File: config.mk
export PLATFORM = sky130hd
export DESIGN_NAME = frame_to_uart_tx
export DESIGN_NICKNAME = d
export VERILOG_FILES = /design/src/rtl/uart_frame_pkg.sv /design/src/rtl/frame_to_uart_tx.sv
export SDC_FILE = /design/constraint.sdc
export NUM_CORES = 1
export LEC_CHECK = 0
export ABC_AREA = 0
export ABC_CLOCK_PERIOD_IN_PS = 1900
export CAP_MARGIN = 30
export CORE_MARGIN = 2
export CORE_UTILIZATION = 46
export CTS_CLUSTER_SIZE = 40
export DETAILED_ROUTE_END_ITERATION = 8
export HOLD_SLACK_MARGIN = 0.1
export PLACE_DENSITY_LB_ADDON = 0.05
export SKIP_CTS_REPAIR_TIMING = 1
export SYNTH_ARGS = -nofsm -noshare
export SYNTH_HDL_FRONTEND = slang
export SYNTH_SLANG_ARGS = --single-unit
File: constraint.sdc
create_clock -name clk -period 1.9 [get_ports clk]
set_input_delay 0.57 -clock clk [delete_from_list [all_inputs] [get_ports clk]]
set_output_delay 0.57 -clock clk [all_outputs]
set_load 0.005 [all_outputs]
File: src/rtl/uart_frame_pkg.sv
// Shared types and width helpers for the frame-to-UART serializer.
package uart_frame_pkg;

   typedef enum logic [2:0] {
      IDLE,
      ISSUE,
      WAIT_HI,
      WAIT_LO,
      GAP
   } tx_state_t;

   // Bits needed to hold any value from 0 up to and including n.
   function automatic int lenWidth(input int n);
      return (n < 1) ? 1 : $clog2(n + 1);
   endfunction

   function automatic int maxOf(input int a, input int b);
      return (a > b) ? a : b;
   endfunction

endpackage

File: src/rtl/frame_to_uart_tx.sv
// Serializes a latched multi-byte frame into single-byte SEND/BUSY handshakes
// towards a UART transmitter, with optional inter-byte gaps and an ack timeout.
module frame_to_uart_tx
   import uart_frame_pkg::*;
#(
   parameter int N_BYTES    = 51,
   parameter int MSB_FIRST  = 1,
   parameter int GAP_CYCLES = 0,
   parameter int ACK_TO     = 16,
   localparam int LW        = lenWidth(N_BYTES)
) (
   input  logic                 clk,
   input  logic                 rst,
   input  logic [8*N_BYTES-1:0] data_in,
   input  logic [LW-1:0]        len,
   input  logic                 RCV,
   input  logic                 BUSY,
   output logic [7:0]           DATA_out,
   output logic                 SEND,
   output logic                 READY,
   output logic                 DONE,
   output logic                 ERR_OVR,
   output logic                 ERR_TO
);

   localparam int DW = 8 * N_BYTES;
   localparam int TW = lenWidth(maxOf(ACK_TO, GAP_CYCLES));
   localparam logic [LW-1:0] LEN_MAX = LW'(N_BYTES);

   tx_state_t       state_q, state_d;
   logic [DW-1:0]   mem_q, mem_d;
   logic [LW-1:0]   cnt_q, cnt_d;
   logic [TW-1:0]   tmr_q, tmr_d;
   logic            send_q, send_d;
   logic            done_q, done_d;
   logic            errOvr_q, errOvr_d;
   logic            errTo_q, errTo_d;

   // State register: every piece of state, including the output pulses, is registered here.
   always_ff @(posedge clk) begin
      if (rst) begin
         state_q  <= IDLE;
         mem_q    <= '0;
         cnt_q    <= '0;
         tmr_q    <= '0;
         send_q   <= 1'b0;
         done_q   <= 1'b0;
         errOvr_q <= 1'b0;
         errTo_q  <= 1'b0;
      end else begin
         state_q  <= state_d;
         mem_q    <= mem_d;
         cnt_q    <= cnt_d;
         tmr_q    <= tmr_d;
         send_q   <= send_d;
         done_q   <= done_d;
         errOvr_q <= errOvr_d;
         errTo_q  <= errTo_d;
      end
   end

   // Next-state logic; tmr_q doubles as the ack timeout and the inter-byte gap counter.
   always_comb begin
      state_d  = state_q;
      mem_d    = mem_q;
      cnt_d    = cnt_q;
      tmr_d    = tmr_q;
      send_d   = 1'b0;
      done_d   = 1'b0;
      errOvr_d = RCV && (state_q != IDLE);
      errTo_d  = 1'b0;
      case (state_q)
         IDLE: begin
            if (RCV) begin
               if (len == '0) begin
                  done_d = 1'b1;
               end else begin
                  mem_d   = data_in;
                  cnt_d   = (len > LEN_MAX) ? LEN_MAX : len;
                  state_d = ISSUE;
               end
            end
         end
         ISSUE: begin
            if (!BUSY) begin
               send_d  = 1'b1;
               tmr_d   = TW'(ACK_TO - 1);
               state_d = WAIT_HI;
            end
         end
         WAIT_HI: begin
            if (BUSY) begin
               state_d = WAIT_LO;
            end else if (tmr_q == '0) begin
               errTo_d = 1'b1;
               state_d = IDLE;
            end else begin
               tmr_d = tmr_q - 1'b1;
            end
         end
         WAIT_LO: begin
            if (!BUSY) begin
               mem_d = (MSB_FIRST != 0) ? (mem_q << 8) : (mem_q >> 8);
               cnt_d = cnt_q - 1'b1;
               if (cnt_q == LW'(1)) begin
                  done_d  = 1'b1;
                  state_d = IDLE;
               end else if (GAP_CYCLES > 0) begin
                  tmr_d   = TW'(GAP_CYCLES - 1);
                  state_d = GAP;
               end else begin
                  state_d = ISSUE;
               end
            end
         end
         GAP: begin
            if (tmr_q == '0) begin
               state_d = ISSUE;
            end else begin
               tmr_d = tmr_q - 1'b1;
            end
         end
         default: state_d = IDLE;
      endcase
   end

   // The head byte only moves when WAIT_LO retires a byte, so DATA_out is stable across the handshake.
   assign DATA_out = (MSB_FIRST != 0) ? mem_q[DW-1 -: 8] : mem_q[7:0];
   assign SEND     = send_q;
   assign READY    = (state_q == IDLE);
   assign DONE     = done_q;
   assign ERR_OVR  = errOvr_q;
   assign ERR_TO   = errTo_q;

endmodule
==> results by group <==
Clock network
  • Clk sinks: 425
  • CTS max path bufs: 3
  • Clk root buf: clkbuf_16
  • CTS tree: done
  • Latest clock arrival within the worst-skew pair: 0.58 ns
  • CTS buffer count: 47
  • Depth of the CTS H-tree: 2
  • Worst-path clk slew: 0.06 ns

Logic synthesis
  • Yosys top cell by area: dfxtp_1
  • Top-area cell type share of the netlist area: 42.9%
  • Post-synth EDFFs: 0
  • Most common cell in the synthesized netlist: dfxtp_1
  • Ys async rst share: 0%
  • Syn avg cell area: 9.92 um^2
  • Distinct cells, synth: 45
  • Post-Synthesis Cells: 2001
  • Syn. warnings: 0
  • Synthesized area: 19900 um^2
  • Synth Flop Type: dfxtp_1
  • Synth top cells by count: dfxtp_1 (425), a21oi_1 (418), mux2i_1 (401)
  • Synthesized flop and latch total: 425
  • Syn Nets: 2426
  • Sequential fraction of the synthesis area: 42.9%
  • Area contributors post-synth: dfxtp_1 (43%), mux2i_1 (20%), a211oi_1 (14%)

Route
  • Vias: 18047
  • DRC: 0
  • Routed WL per cell: 22.3 um
  • DR iter-0 viols: 1356
  • Pre-antenna DRT Iters: 5
  • Drt total wl: 68.8 mm
  • Routed Antenna Nets: 0
  • Avg Vias per Cell: 5.85

Global routing
  • Initial antenna violation count: 25
  • Routing usage on met3: 5.01%
  • GRT Max-Usage Layer: met2
  • GR Util met1: 34.6%
  • Largest net degree at the start of global routing: 84
  • Grt met2 use: 40.7%
  • Gr ovfl total: 0
  • First-pass GRT wire length: 91.6 mm
  • Vias in the first global route: 16674
  • Total GRT Usage: 25.6%

Floorplan
  • Die ar.: 44800 um^2
  • I/O pins: 431
  • Die Y-Extent: 212 um
  • Row count: 76
  • Core area: 42900 um^2
  • Starting Density: 46.3%
  • Die extent in x: 212 um

Timing
  • Worst relative slew slack: 69.2%
  • Period minus WS final: 2.03 ns
  • Final hold viol count: 0
  • Slew @ Worst Pin: 0.462 ns
  • Layout Skew: 0.0103 ns
  • Final setup vio count: 37
  • Final Max Tran Viols: 0
  • Fin crit share: 107%
  • Final hold slack: 0.376 ns
  • RSZ-0062 raised after global routing: true
  • Setup ws final: -0.129 ns
  • Max frequency: 0.493 GHz

Place
  • Final HPWL DP: 41.5 mm
  • IO buf count: 430
  • Gpl congestion: 0.881
  • Place WS: -0.817 ns
  • Cell area after placement: 25300 um^2

Worst setup path
  • Worst path most repeated cell: buf_6
  • Startpoint Class: register
  • Reg2reg start: state_q[0]
  • Crit Path Category: reg -> out
  • CP peak stage delay: 0.33 ns
  • CP cell instances: inv_2 -> ha_4 -> buf_6 -> buf_6 -> clkbuf_2
  • CP arrival: 1.46 ns
  • Critical-path maximum fanout: 4
  • End of the worst register-to-register path: mem_q[227]
  • Reg2Reg Depth: 10
  • Crit path required time: 1.33 ns
  • Setup crit end kind: primary output
  • Slowest CP cell: dfxtp_2
  • R2R Setup Slk: -0.09 ns

Run
  • Max Cap Viol: 0

Min path
  • Hold path cells: 2
  • Hold_sp: rst
  • Hold Path Class: in -> reg
  • Hold endpoint: tmr_q[2]

Finish
  • Design Area, Final: 29800 um^2
  • Fraction of layout cells with a size suffix above 1: 22.4%
  • Fillers: 3196
  • Area growth syn-to-layout: 50.2%
  • Net count, final: 2873

Pwr
  • Design Power: 50.5 mW
  • Cell Pwr Density: 1690 nW/um^2
  • Max IR drop VDD: 0.805 mV
  • Leak Pwr: 10.3 nW

Status
  • Run status: finished with violations
  • Violations in the final reports: setup timing
[final cells by class]
class / instances / area, um^2 / share of cell area (%)
diodes: 16 / 40.0 / 0.134
flip-flops and latches: 425 / 8510 / 28.5
well taps: 585 / 732 / 2.45
inverters: 10 / 37.5 / 0.126
clock buffers: 72 / 1420 / 4.77
repair buffers: 640 / 7870 / 26.4
multi-input cells: 1324 / 11100 / 37.3
clock inverters: 11 / 80.1 / 0.268
[cell usage in the layout, fill, tap and decap left out, types with 16 or more instances in the layout]
cell	Yosys	final
dfxtp_1	425	421
clkdlybuf4s50_1	0	412
mux2i_1	401	400
a21oi_1	418	311
a211oi_1	360	261
a211oi_2	44	143
a21oi_2	0	96
clkbuf_16	0	88
buf_4	34	61
buf_12	0	53
buf_6	5	23
buf_16	0	21
diode_2	0	16
o21ai_0	16	16
dlymetal6s2s_1	0	16
[layer usage]
layer / routed length, um / part of all wire (%)
met1: 30000 / 44
met2: 32900 / 48
met3: 4070 / 5.9
met4: 1640 / 2.4
met5: 136 / 0.20
[critical path, delay by kind of cell (launching register included)]
kind,cells,cell delay (ns)
buf+inv,4,0.39
fa+ha+maj,1,0.16
flops,1,0.33
[flip-flops by register name, summed over array words and instances, names as in the netlist]
signal / cells
state_q: 2
tmr_q: 5
mem_q: 408
ERR_TO: 1
ERR_OVR: 1
cnt_q: 6
DONE: 1
SEND: 1
[power by group]
part / total [mW] / switching (mW) / internal [mW]
clock network: 8.99 / 3.73 / 5.26
logic: 25.3 / 12.7 / 12.5
registers: 16.2 / 2.83 / 13.4
[stage by stage]
step / TNS, ns / utilization, % / instances
after floorplan: 0 / - / 2001
after global placement: -282.57 / 59.1 / 2896
after detailed placement: -298.71 / 59.1 / 2896
after CTS: -90.99 / 62.6 / 2979
after global routing: -7.45 / 69.6 / 3081
final: -1.02 / 69.6 / 3083
[how the worst max path moves through the flow]
stage	endpoint	depth (start not counted)	start	slack, ns
final	READY	5	state_q[0]	-0.13
after CTS	READY	5	state_q[0]	-0.63
after global placement	mem_q[222]	6	len[5]	-0.77
after detailed placement	mem_q[238]	6	len[5]	-0.82
after global routing	READY	5	state_q[1]	-0.17
after floorplan	state_q[1]	6	state_q[0]	0.03
[logic make-up (layout without fill, tap and decap cells)]
kind of cell             count (synthesis)  count (layout)  synth area share (%)
flip-flops                             425             425                  42.9
buffers and inverters                  253             733                  6.50
other                                    0              16                     0
AND/OR/NAND/NOR                         54              54                  1.70
adder cells (fa/ha/maj)                  7               7                 0.441
AO/OA/AOI/OAI                          859             860                  28.2
multiplexers                           403             403                  20.3
Note: power is estimated with default switching activity, not from simulation.
